## src/rtl/mii_tx_arbiter_if.sv

```systemverilog
`timescale 1ns/1ps
`default_nettype none
// ============================================================================
// mii_tx_arbiter_if : request/nibble/grant bundle between frame sources and
//                     the shared MII transmit arbiter.
// Revision: 1.0
// ============================================================================
interface mii_tx_arbiter_if #(
    parameter int N_REQ = 2
) ();
    logic [N_REQ-1:0]   req;
    logic [4*N_REQ-1:0] in_d;
    logic [N_REQ-1:0]   in_dv;
    logic [N_REQ-1:0]   gnt;
    logic [2:0]         gnt_idx;
    logic [3:0]         tx_d;
    logic               tx_dv;
    logic               busy;
    logic               abort;
    logic               timeout;

    modport master (
        output req, in_d, in_dv,
        input  gnt, gnt_idx, tx_d, tx_dv, busy, abort, timeout
    );

    modport slave (
        input  req, in_d, in_dv,
        output gnt, gnt_idx, tx_d, tx_dv, busy, abort, timeout
    );
endinterface

`default_nettype wire

```

## src/rtl/mii_tx_arbiter.sv

```systemverilog
`timescale 1ns/1ps
`default_nettype none
// ============================================================================
// mii_tx_arbiter : round-robin whole-frame arbiter for the shared MII TX nibble
//                  path, with inter-frame gap, start timeout and length cap.
// Revision: 1.0
// ============================================================================
module mii_tx_arbiter #(
    parameter int N_REQ         = 2,
    parameter int IFG_NIBBLES   = 24,
    parameter int START_TIMEOUT = 16,
    parameter int MAX_NIBBLES   = 3036
) (
    input wire              clk,
    input wire              reset_n,
    mii_tx_arbiter_if.slave bus
);

    localparam int NCNT_W = $clog2(MAX_NIBBLES + 1);
    localparam int TCNT_W = $clog2(START_TIMEOUT + 1);
    localparam int GCNT_W = $clog2(IFG_NIBBLES + 1);

    typedef enum logic [2:0] {
        S_IDLE  = 3'd0,
        S_GRANT = 3'd1,
        S_PASS  = 3'd2,
        S_DRAIN = 3'd3,
        S_GAP   = 3'd4
    } state_t;

    state_t             state_q,   state_d;
    logic [N_REQ-1:0]   gnt_q,     gnt_d;
    logic [2:0]         gnt_idx_q, gnt_idx_d;
    logic [2:0]         ptr_q,     ptr_d;
    logic [3:0]         tx_d_q,    tx_d_d;
    logic               tx_dv_q,   tx_dv_d;
    logic               abort_q,   abort_d;
    logic               timeout_q, timeout_d;
    logic [NCNT_W-1:0]  ncnt_q,    ncnt_d;
    logic [TCNT_W-1:0]  tcnt_q,    tcnt_d;
    logic [GCNT_W-1:0]  gcnt_q,    gcnt_d;

    logic               sel_dv;
    logic               sel_req;
    logic [3:0]         sel_d;
    logic               win_found;
    logic [2:0]         win_idx;
    logic [3:0]         cand;

    // Grantee's lane, selected by the registered grant index.
    always_comb begin
        sel_dv  = 1'b0;
        sel_req = 1'b0;
        sel_d   = 4'd0;
        for (int i = 0; i < N_REQ; i++) begin
            if (gnt_idx_q == 3'(i)) begin
                sel_dv  = bus.in_dv[i];
                sel_req = bus.req[i];
                sel_d   = bus.in_d[4*i +: 4];
            end
        end
    end

    // Round-robin search starting at the pointer, wrapping at N_REQ.
    always_comb begin
        win_found = 1'b0;
        win_idx   = 3'd0;
        cand      = 4'd0;
        for (int k = 0; k < N_REQ; k++) begin
            cand = {1'b0, ptr_q} + 4'(k);
            if (cand >= 4'(N_REQ)) begin
                cand = cand - 4'(N_REQ);
            end
            for (int j = 0; j < N_REQ; j++) begin
                if (!win_found && cand == 4'(j) && bus.req[j]) begin
                    win_found = 1'b1;
                    win_idx   = 3'(j);
                end
            end
        end
    end

    always_comb begin
        state_d   = state_q;
        gnt_d     = gnt_q;
        gnt_idx_d = gnt_idx_q;
        ptr_d     = ptr_q;
        tx_d_d    = tx_d_q;
        tx_dv_d   = tx_dv_q;
        abort_d   = 1'b0;
        timeout_d = 1'b0;
        ncnt_d    = ncnt_q;
        tcnt_d    = tcnt_q;
        gcnt_d    = gcnt_q;

        case (state_q)
            S_IDLE: begin
                tx_d_d  = 4'd0;
                tx_dv_d = 1'b0;
                if (win_found) begin
                    state_d   = S_GRANT;
                    gnt_idx_d = win_idx;
                    tcnt_d    = '0;
                    gnt_d     = '0;
                    for (int j = 0; j < N_REQ; j++) begin
                        if (win_idx == 3'(j)) begin
                            gnt_d[j] = 1'b1;
                        end
                    end
                    // Pointer moves past the winner now, so every exit from
                    // GRANT (start, abandon or timeout) leaves it advanced.
                    if (win_idx == 3'(N_REQ - 1)) begin
                        ptr_d = 3'd0;
                    end else begin
                        ptr_d = win_idx + 3'd1;
                    end
                end
            end

            S_GRANT: begin
                if (sel_dv) begin
                    state_d = S_PASS;
                    tx_d_d  = sel_d;
                    tx_dv_d = 1'b1;
                    ncnt_d  = NCNT_W'(1);
                end else if (!sel_req) begin
                    state_d = S_IDLE;
                    gnt_d   = '0;
                end else if (tcnt_q >= TCNT_W'(START_TIMEOUT - 1)) begin
                    state_d   = S_IDLE;
                    gnt_d     = '0;
                    timeout_d = 1'b1;
                end else begin
                    tcnt_d = tcnt_q + TCNT_W'(1);
                end
            end

            S_PASS: begin
                if (!sel_dv) begin
                    state_d = S_GAP;
                    tx_d_d  = 4'd0;
                    tx_dv_d = 1'b0;
                    gnt_d   = '0;
                    gcnt_d  = '0;
                end else if (ncnt_q >= NCNT_W'(MAX_NIBBLES)) begin
                    state_d = S_DRAIN;
                    tx_d_d  = 4'd0;
                    tx_dv_d = 1'b0;
                    abort_d = 1'b1;
                end else begin
                    tx_d_d  = sel_d;
                    tx_dv_d = 1'b1;
                    ncnt_d  = ncnt_q + NCNT_W'(1);
                end
            end

            S_DRAIN: begin
                tx_d_d  = 4'd0;
                tx_dv_d = 1'b0;
                if (!sel_dv) begin
                    state_d = S_GAP;
                    gnt_d   = '0;
                    gcnt_d  = '0;
                end
            end

            S_GAP: begin
                tx_d_d  = 4'd0;
                tx_dv_d = 1'b0;
                if (gcnt_q >= GCNT_W'(IFG_NIBBLES - 1)) begin
                    state_d = S_IDLE;
                end else begin
                    gcnt_d = gcnt_q + GCNT_W'(1);
                end
            end

            default: begin
                state_d = S_IDLE;
                gnt_d   = '0;
                tx_d_d  = 4'd0;
                tx_dv_d = 1'b0;
            end
        endcase
    end

    always_ff @(posedge clk) begin
        if (!reset_n) begin
            state_q   <= S_IDLE;
            gnt_q     <= '0;
            gnt_idx_q <= 3'd0;
            ptr_q     <= 3'd0;
            tx_d_q    <= 4'd0;
            tx_dv_q   <= 1'b0;
            abort_q   <= 1'b0;
            timeout_q <= 1'b0;
            ncnt_q    <= '0;
            tcnt_q    <= '0;
            gcnt_q    <= '0;
        end else begin
            state_q   <= state_d;
            gnt_q     <= gnt_d;
            gnt_idx_q <= gnt_idx_d;
            ptr_q     <= ptr_d;
            tx_d_q    <= tx_d_d;
            tx_dv_q   <= tx_dv_d;
            abort_q   <= abort_d;
            timeout_q <= timeout_d;
            ncnt_q    <= ncnt_d;
            tcnt_q    <= tcnt_d;
            gcnt_q    <= gcnt_d;
        end
    end

    assign bus.gnt     = gnt_q;
    assign bus.gnt_idx = gnt_idx_q;
    assign bus.tx_d    = tx_d_q;
    assign bus.tx_dv   = tx_dv_q;
    assign bus.busy    = (state_q != S_IDLE);
    assign bus.abort   = abort_q;
    assign bus.timeout = timeout_q;

endmodule

`default_nettype wire

```

## src/flat_wrapper.sv

```systemverilog
// flat-port wrapper written by rule: the top's interface ports become plain ports
module mii_tx_arbiter_flat 
#(
    parameter int N_REQ         = 2,
    parameter int IFG_NIBBLES   = 24,
    parameter int START_TIMEOUT = 16,
    parameter int MAX_NIBBLES   = 3036
)
  (clk, reset_n, bus_req, bus_in_d, bus_in_dv, bus_gnt, bus_gnt_idx, bus_tx_d, bus_tx_dv, bus_busy, bus_abort, bus_timeout);
  mii_tx_arbiter_if #(.N_REQ(N_REQ)) bus_i ();
  input wire clk;
  input wire reset_n;
  input wire logic [$bits(bus_i.req)-1:0] bus_req;
  input wire logic [$bits(bus_i.in_d)-1:0] bus_in_d;
  input wire logic [$bits(bus_i.in_dv)-1:0] bus_in_dv;
  output wire logic [$bits(bus_i.gnt)-1:0] bus_gnt;
  output wire logic [$bits(bus_i.gnt_idx)-1:0] bus_gnt_idx;
  output wire logic [$bits(bus_i.tx_d)-1:0] bus_tx_d;
  output wire logic [$bits(bus_i.tx_dv)-1:0] bus_tx_dv;
  output wire logic [$bits(bus_i.busy)-1:0] bus_busy;
  output wire logic [$bits(bus_i.abort)-1:0] bus_abort;
  output wire logic [$bits(bus_i.timeout)-1:0] bus_timeout;
  assign bus_i.req = bus_req;
  assign bus_i.in_d = bus_in_d;
  assign bus_i.in_dv = bus_in_dv;
  assign bus_gnt = bus_i.gnt;
  assign bus_gnt_idx = bus_i.gnt_idx;
  assign bus_tx_d = bus_i.tx_d;
  assign bus_tx_dv = bus_i.tx_dv;
  assign bus_busy = bus_i.busy;
  assign bus_abort = bus_i.abort;
  assign bus_timeout = bus_i.timeout;
  mii_tx_arbiter #(.N_REQ(N_REQ), .IFG_NIBBLES(IFG_NIBBLES), .START_TIMEOUT(START_TIMEOUT), .MAX_NIBBLES(MAX_NIBBLES)) u_core (.clk(clk), .reset_n(reset_n), .bus(bus_i));
endmodule
```

## config.mk

```make
export PLATFORM = sky130hd
export DESIGN_NAME = mii_tx_arbiter_flat
export DESIGN_NICKNAME = d
export VERILOG_FILES = /design/src/rtl/mii_tx_arbiter_if.sv /design/src/rtl/mii_tx_arbiter.sv /design/src/flat_wrapper.sv
export SDC_FILE = /design/constraint.sdc
export NUM_CORES = 1
export LEC_CHECK = 0
export ABC_AREA = 1
export CAP_MARGIN = 20
export CORE_ASPECT_RATIO = 0.9
export CORE_MARGIN = 10
export CORE_UTILIZATION = 55
export CTS_CLUSTER_SIZE = 16
export DETAILED_ROUTE_END_ITERATION = 8
export PLACE_DENSITY = 0.8
export SETUP_SLACK_MARGIN = 0.05
export SLEW_MARGIN = 20
export SYNTH_ARGS = -nofsm -noshare
export SYNTH_HDL_FRONTEND = slang
export SYNTH_SLANG_ARGS = --single-unit
```

## constraint.sdc

```tcl
create_clock -name clk -period 5.1 [get_ports clk]
set_input_delay 1.02 -clock clk [delete_from_list [all_inputs] [get_ports clk]]
set_output_delay 1.02 -clock clk [all_outputs]
set_load 0.05 [all_outputs]
```

==> reports/results.ini, run 1 <==
[finish]
fillCellCount = 298
syn2layout_area_growth_pct = 16.37
layout-drive-gt1-share = 0.1093
n_antenna_cell = 0
fin_nets = 329
final_cell_area_mm2 = 0.002330

[routing]
drc = 0
wl_per_cell_um = 12.13
first_pass_iters = 4
first_iter_violations = 83
viasPerCell = 5.079
ant_nets = 0
wirelength_um = 4305
vias = 1803

[critical_path]
slowest_delay_ps = 830
r2r_cells = 11
worstPathArrival_ps = 1810
critPathMaxFanout = 5
slowest_stage = clkdlybuf4s50_1
r2r_end = u_core.tcnt_q[0]
crit_buf_inv = 1
path_cells = nor2_1, nand2_1, clkdlybuf4s50_1
path_class = reg2out
critPathCaptureType = output port
rr_startpoint = u_core.tcnt_q[0]
required_ps = 4080
r2r_slack_ps = 3250
crit_family = buffers and inverters
cp-start-kind = flip-flop

[worst_hold_path]
whs_endpoint = u_core.bus.tx_d[0]
hold_path_depth = 2
hold_start = u_core.bus.tx_d[0]
hp-class = reg2reg

[yosys]
syn_inst = 287
yosysWarnings = 0
synth_edf_count = 0
ys_types = 33
synthTopCellsByArea = dfxtp_1 (36%), nand2_1 (12%), nor2_1 (7.1%)
synth_seq_area_share = 0.3600
yosysTopAreaCellShare = 0.3600
synth_commonest_cells = nand2_1 (66), nor2_1 (38), dfxtp_1 (36), inv_1 (30), a21oi_1 (23)
synth_most_common_cell = nand2_1
postSynthAreaPerCell_um2 = 6.975
async_flop_share = 0
syn_area_mm2 = 0.002002
yosys_register_bits = 36
synth_top_area_cell = dfxtp_1
synthFlopType = dfxtp_1

[flow_run]
cap_viol_max_count = 0

[placed_design]
io_buffers = 24
dp_hpwl_um = 3118
placedInstanceArea_mm2 = 0.002240
gp_congestion = 0.8447

[floorplanning]
dieArea_mm2 = 0.006456
die_x_um = 83.60
die_y_um = 77.24
start_util = 0.5839
row_count = 20
io_pins = 27
core_mm2 = 0.003428

[timing]
fin_crit_sh = 0.5545
fmax_mhz = 353.6
rsz0062_at_grt = false
skew_ps = 5.563
hold_violations = 0
relSlewSlack = 0.4373
fin_crit_ps = 2828
report.final.slew_viol_count = 0
worstMarginPinSlew_ps = 843.1
setup-tns-final_ps = 0
setup_viol = 0

[cts]
hold_buffers = 0
numCtsBuffers = 5
clockBufferDepth = 2
cts_tree = done
post_cts_buffers = 0
h-tree-depth = 2
clk_pin_slew_ps = 70
clk_latency_ps = 290
cts_sinks = 36
root_buffer = clkbuf_8
cts_resized = 0

[grt]
grt_pass1_wl_um = 7286
antenna_found_initial = 0
grt_max_degree = 25
grt_pass1_vias = 1741
grt.overflow.total = 0
grt_usage = 0.1306

[pwr]
pwr-share-clk = 0.201
p_sw_frac = 0.4486
comb_power_share = 0.447
p_leak_nw = 0.9117
power_density_mw_per_mm2 = 454.0
internal_power_uw = 583.1
power_frac_seq = 0.352
p_sw_uw = 474.5
ir_worst_vdd_v = 0.0002423

[outcome]
outcome = finished, final reports clean

-- power groups by stage --
stage               clock network, mW  registers, mW  logic, mW
floorplan                           0          0.413      0.329
global placement                    0          0.376      0.468
detailed placement                  0          0.378      0.470
CTS                             0.215          0.372      0.472
global route                    0.223          0.379      0.526
finish                          0.212          0.372      0.473
-- cell usage in the layout (no fill, tap or decap), types with 2 or more instances in the layout --
| cell | netlist | layout |
|---|---|---|
| a21oi_1 | 23 | 23 |
| a21oi_2 | 5 | 5 |
| clkbuf_1 | 2 | 2 |
| clkbuf_8 | 0 | 6 |
| clkdlybuf4s50_1 | 0 | 24 |
| conb_1 | 1 | 2 |
| dfxtp_1 | 36 | 36 |
| ha_1 | 5 | 5 |
| inv_1 | 30 | 30 |
| inv_2 | 5 | 5 |
| mux2_2 | 4 | 4 |
| nand2_1 | 66 | 66 |
| nand2_2 | 5 | 5 |
| nand2_4 | 3 | 3 |
| nand3_1 | 22 | 22 |
| nand4_1 | 5 | 5 |
| nor2_1 | 38 | 38 |
| nor2_2 | 2 | 2 |
| nor2_4 | 2 | 2 |
| nor3_1 | 5 | 5 |
| o21ai_0 | 3 | 3 |
| o21ai_1 | 2 | 2 |
| xor2_1 | 8 | 8 |
-- through the flow --
stage | util | power [mW] | instances | hold WS [ps] | setup slack [ps]
finish | 0.6796 | 1.058 | 355 | 465.6 | 2272
global route | 0.6796 | 1.127 | 355 | 489.5 | 2162
CTS | 0.6796 | 1.059 | 355 | 465.2 | 2275
detailed placement | 0.6533 | 0.8473 | 347 | 453.6 | 2148
global placement | 0.6533 | 0.8438 | 347 | 451.5 | 2182
floorplan | - | 0.7418 | 288 | 432.9 | 3129
-- metal layers --
metal  wire [µm]  global-route usage  share of wire
met2        1892              0.2090           0.44
met4          87             0.06020          0.020
met5           0                   0              0
met1        2023              0.1477           0.47
met3         301             0.05385          0.070
-- sequential cells by signal, indices dropped and copies added (netlist names) --
register	cells
u_core.bus.tx_dv	1
u_core.bus.abort	1
u_core.tcnt_q	5
u_core.gcnt_q	5
u_core.bus.tx_d	4
u_core.bus.gnt	2
u_core.bus.gnt_idx	1
u_core.ncnt_q	12
u_core.bus.timeout	1
u_core.state_q	3
u_core.ptr_q	1
-- worst register-to-register path: cells and delay by family, from the launching register on --
family	cells	cell delay (ps)
AOI/OAI and AO/OA	2	230
adders and majority gates	2	370
DFF	1	410
and+or+nand+nor	7	780
-- layout make-up --
type                       instances  area [µm²]  area share
multi-input combinational        208        1092      0.4689
sequential                        36       720.7      0.3093
timing repair buffer              24       240.2      0.1031
inverter                          35       131.4     0.05639
clock buffer                       8       90.09     0.03867
tap                               44       55.05     0.02363
-- cells by family (layout without fill, tap and decap cells) --
kind of cell,after synthesis,after routing,synth area share
flops,36,36,0.3600
fa+ha+maj,5,5,0.03125
mux,4,4,0.02250
compound gates,38,38,0.1138
simple gates,150,150,0.3350
other cells,1,2,0.001873
buf+inv,44,67,0.09625
xor+xnor,9,9,0.03938
-- worst max-delay path by stage --
stage | from | end | slack, ps | depth (start not counted)
after floorplan | bus_req[0] | u_core.tcnt_q[0] | 3130 | 8
after CTS | u_core.state_q[2] | bus_busy | 2280 | 3
after detailed placement | reset_n | u_core.tcnt_q[0] | 2150 | 6
after global placement | reset_n | u_core.tcnt_q[0] | 2180 | 6
final | u_core.state_q[2] | bus_busy | 2270 | 3
after global routing | u_core.state_q[2] | bus_busy | 2160 | 3
(Power assumes the default switching activity.)
==> run 2, diff against run 1 <==
--- a/config.mk
+++ b/config.mk
@@ -9,10 +9,10 @@
 export CAP_MARGIN = 20
 export CORE_ASPECT_RATIO = 0.9
 export CORE_MARGIN = 10
-export CORE_UTILIZATION = 55
+export CORE_UTILIZATION = 49
 export CTS_CLUSTER_SIZE = 16
 export DETAILED_ROUTE_END_ITERATION = 8
-export PLACE_DENSITY = 0.8
+export PLACE_DENSITY = 0.75
 export SETUP_SLACK_MARGIN = 0.05
 export SLEW_MARGIN = 20
 export SYNTH_ARGS = -nofsm -noshare
==> constraint.sdc (replaced) <==
create_clock -name clk -period 2.4 [get_ports clk]
set_input_delay 0.48 -clock clk [delete_from_list [all_inputs] [get_ports clk]]
set_output_delay 0.48 -clock clk [all_outputs]
set_load 0.05 [all_outputs]
==> reports/results.ini, run 2 (synthesis gave the netlist of run 1 again) <==
[placed_design]
gp_congestion = 0.9151
dp_hpwl_um = 3161
io_buffers = 24

[cts]
clk_pin_slew_ps = 70
cts_resized = 0
cts_tree = done
clk_latency_ps = 290
post_cts_buffers = 0
cts_sinks = 36
root_buffer = clkbuf_8
hold_buffers = 0
clockBufferDepth = 2
h-tree-depth = 2
numCtsBuffers = 5

[timing]
fin_crit_sh = 0.9425
setup-tns-final_ps = 0
skew_ps = 3.738
fmax_mhz = 442.1
relSlewSlack = 0.6511
report.final.slew_viol_count = 0
rsz0062_at_grt = false
timing.hold.ws_ps = 461.8
setup_viol = 0
fin_crit_ps = 2262
worstMarginPinSlew_ps = 521.8
hold_violations = 0

[pwr]
p_sw_mw = 1.002
p_total_mw = 2.253
comb_power_share = 0.460
internal_power_mw = 1.251
power_frac_seq = 0.339
pwr-share-clk = 0.201
p_sw_frac = 0.4448
ir_worst_vdd_v = 0.0007300
power_density_mw_per_mm2 = 956.6
p_leak_nw = 0.9265

[critical_path]
crit_family = buffers and inverters
slowest_stage = clkdlybuf4s50_1
critPathMaxFanout = 5
path_cells = nor2_1, nand2_1, clkdlybuf4s50_1
path_class = reg2out
cp-start-kind = flip-flop
r2r_slack_ps = 610
critPathCaptureType = output port
required_ps = 1920
worstPathArrival_ps = 1780
crit_buf_inv = 1
slowest_delay_ps = 830

[routing]
viasPerCell = 5.014
wirelength_um = 4309
first_iter_violations = 93
drc = 0
first_pass_iters = 4
ant_nets = 0
vias = 1805
wl_per_cell_um = 11.97

[grt]
grt.overflow.total = 0
grt_usage = 0.1293
grt_pass1_vias = 1665
antenna_found_initial = 0
grt_pass1_wl_um = 7500
grt_max_degree = 24

[finish]
fillCellCount = 363
final_cell_mix = nand2_1 (66), nor2_1 (38), dfxtp_1 (36)
fin_nets = 332
syn2layout_area_growth_pct = 17.63
n_antenna_cell = 0
largest_register = u_core.ncnt_q
reg_top3 = u_core.ncnt_q x12, u_core.gcnt_q x5, u_core.tcnt_q x5
layout_commonest_cell = nand2_1
layout-drive-gt1-share = 0.1178
largest_reg_flops = 12

[floorplanning]
core_mm2 = 0.003836
row_count = 21
die_x_um = 87.38
die_y_um = 80.64
io_pins = 27
dieArea_mm2 = 0.007046
start_util = 0.5219

[outcome]
outcome = finished, final reports clean

[flow_run]
cap_viol_max_count = 0

[worst_hold_path]
hp-class = reg2reg

==> run 2: cell count changes in the layout (fill, tap and decap cells not counted) <==
cell   before  now
buf_4       0    3
==> run 2: path summary, 6_finish.rpt <==
check                                  startpoint          endpoint  depth (start not counted)
worst min register to register   u_core.gcnt_q[4]  u_core.gcnt_q[4]                          2
worst max register to register   u_core.tcnt_q[0]  u_core.tcnt_q[0]                         11
worst min-delay path             u_core.gcnt_q[4]  u_core.gcnt_q[4]                          2
worst max-delay path            u_core.state_q[2]          bus_busy                          3
==> run 2: cell type report <==
type | instances | area, µm² | area share
Multi-Input combinational cell | 208 | 1092 | 0.4639
Sequential cell | 36 | 720.7 | 0.3061
Timing Repair Buffer | 27 | 262.8 | 0.1116
Inverter | 35 | 131.4 | 0.05579
Clock buffer | 8 | 90.09 | 0.03826
Tap cell | 46 | 57.56 | 0.02444
==> run 2: worst reg2reg max path, cell delays in order, from the launching register on <==
cell and delay (ps):
dfxtp_1 350, ha_1 220, nand2_1 80, nor2_1 50, ha_1 210, nor2_1 90, nand3_1 80, nor2_1 170
nor2_1 110, nand2_1 140, o21ai_1 80, o21a_1 100
==> run 2: routing by layer <==
metal | vias up | GRT usage | share of wire
met1 | 801 | 0.1649 | 0.48
li1 | 962 | - | -
met5 | - | 0 | 0
met2 | 37 | 0.1911 | 0.44
met3 | 5 | 0.05045 | 0.070
met4 | 0 | 0.04777 | 0.012
==> run 2: stage by stage <==
stage | instances | util | instance area, µm² | setup slack [ps]
after CTS | 360 | 0.6138 | 2355 | 119.8
after global routing | 360 | 0.6138 | 2355 | 54.77
final | 360 | 0.6138 | 2355 | 137.9
after detailed placement | 352 | 0.5903 | 2265 | 303.3
after floorplan | 288 | - | 2006 | 625.2
after global placement | 352 | 0.5903 | 2265 | 373.7
==> run 2: power groups by stage <==
stage / clock network, mW / logic, mW / registers (mW)
floorplan: 0 / 0.699 / 0.878
global placement: 0 / 1.03 / 0.775
detailed placement: 0 / 1.03 / 0.777
CTS: 0.460 / 1.04 / 0.765
global route: 0.483 / 1.17 / 0.777
finish: 0.452 / 1.04 / 0.765
==> run 3, diff against run 2 <==
--- a/config.mk
+++ b/config.mk
@@ -10,6 +10,7 @@
 export CORE_ASPECT_RATIO = 0.9
 export CORE_MARGIN = 10
 export CORE_UTILIZATION = 49
+export CTS_CLUSTER_DIAMETER = 50
 export CTS_CLUSTER_SIZE = 16
 export DETAILED_ROUTE_END_ITERATION = 8
 export PLACE_DENSITY = 0.75
==> results of run 3 <==
Same layout as run 2: the final DEF is identical, and so are final timing and power.
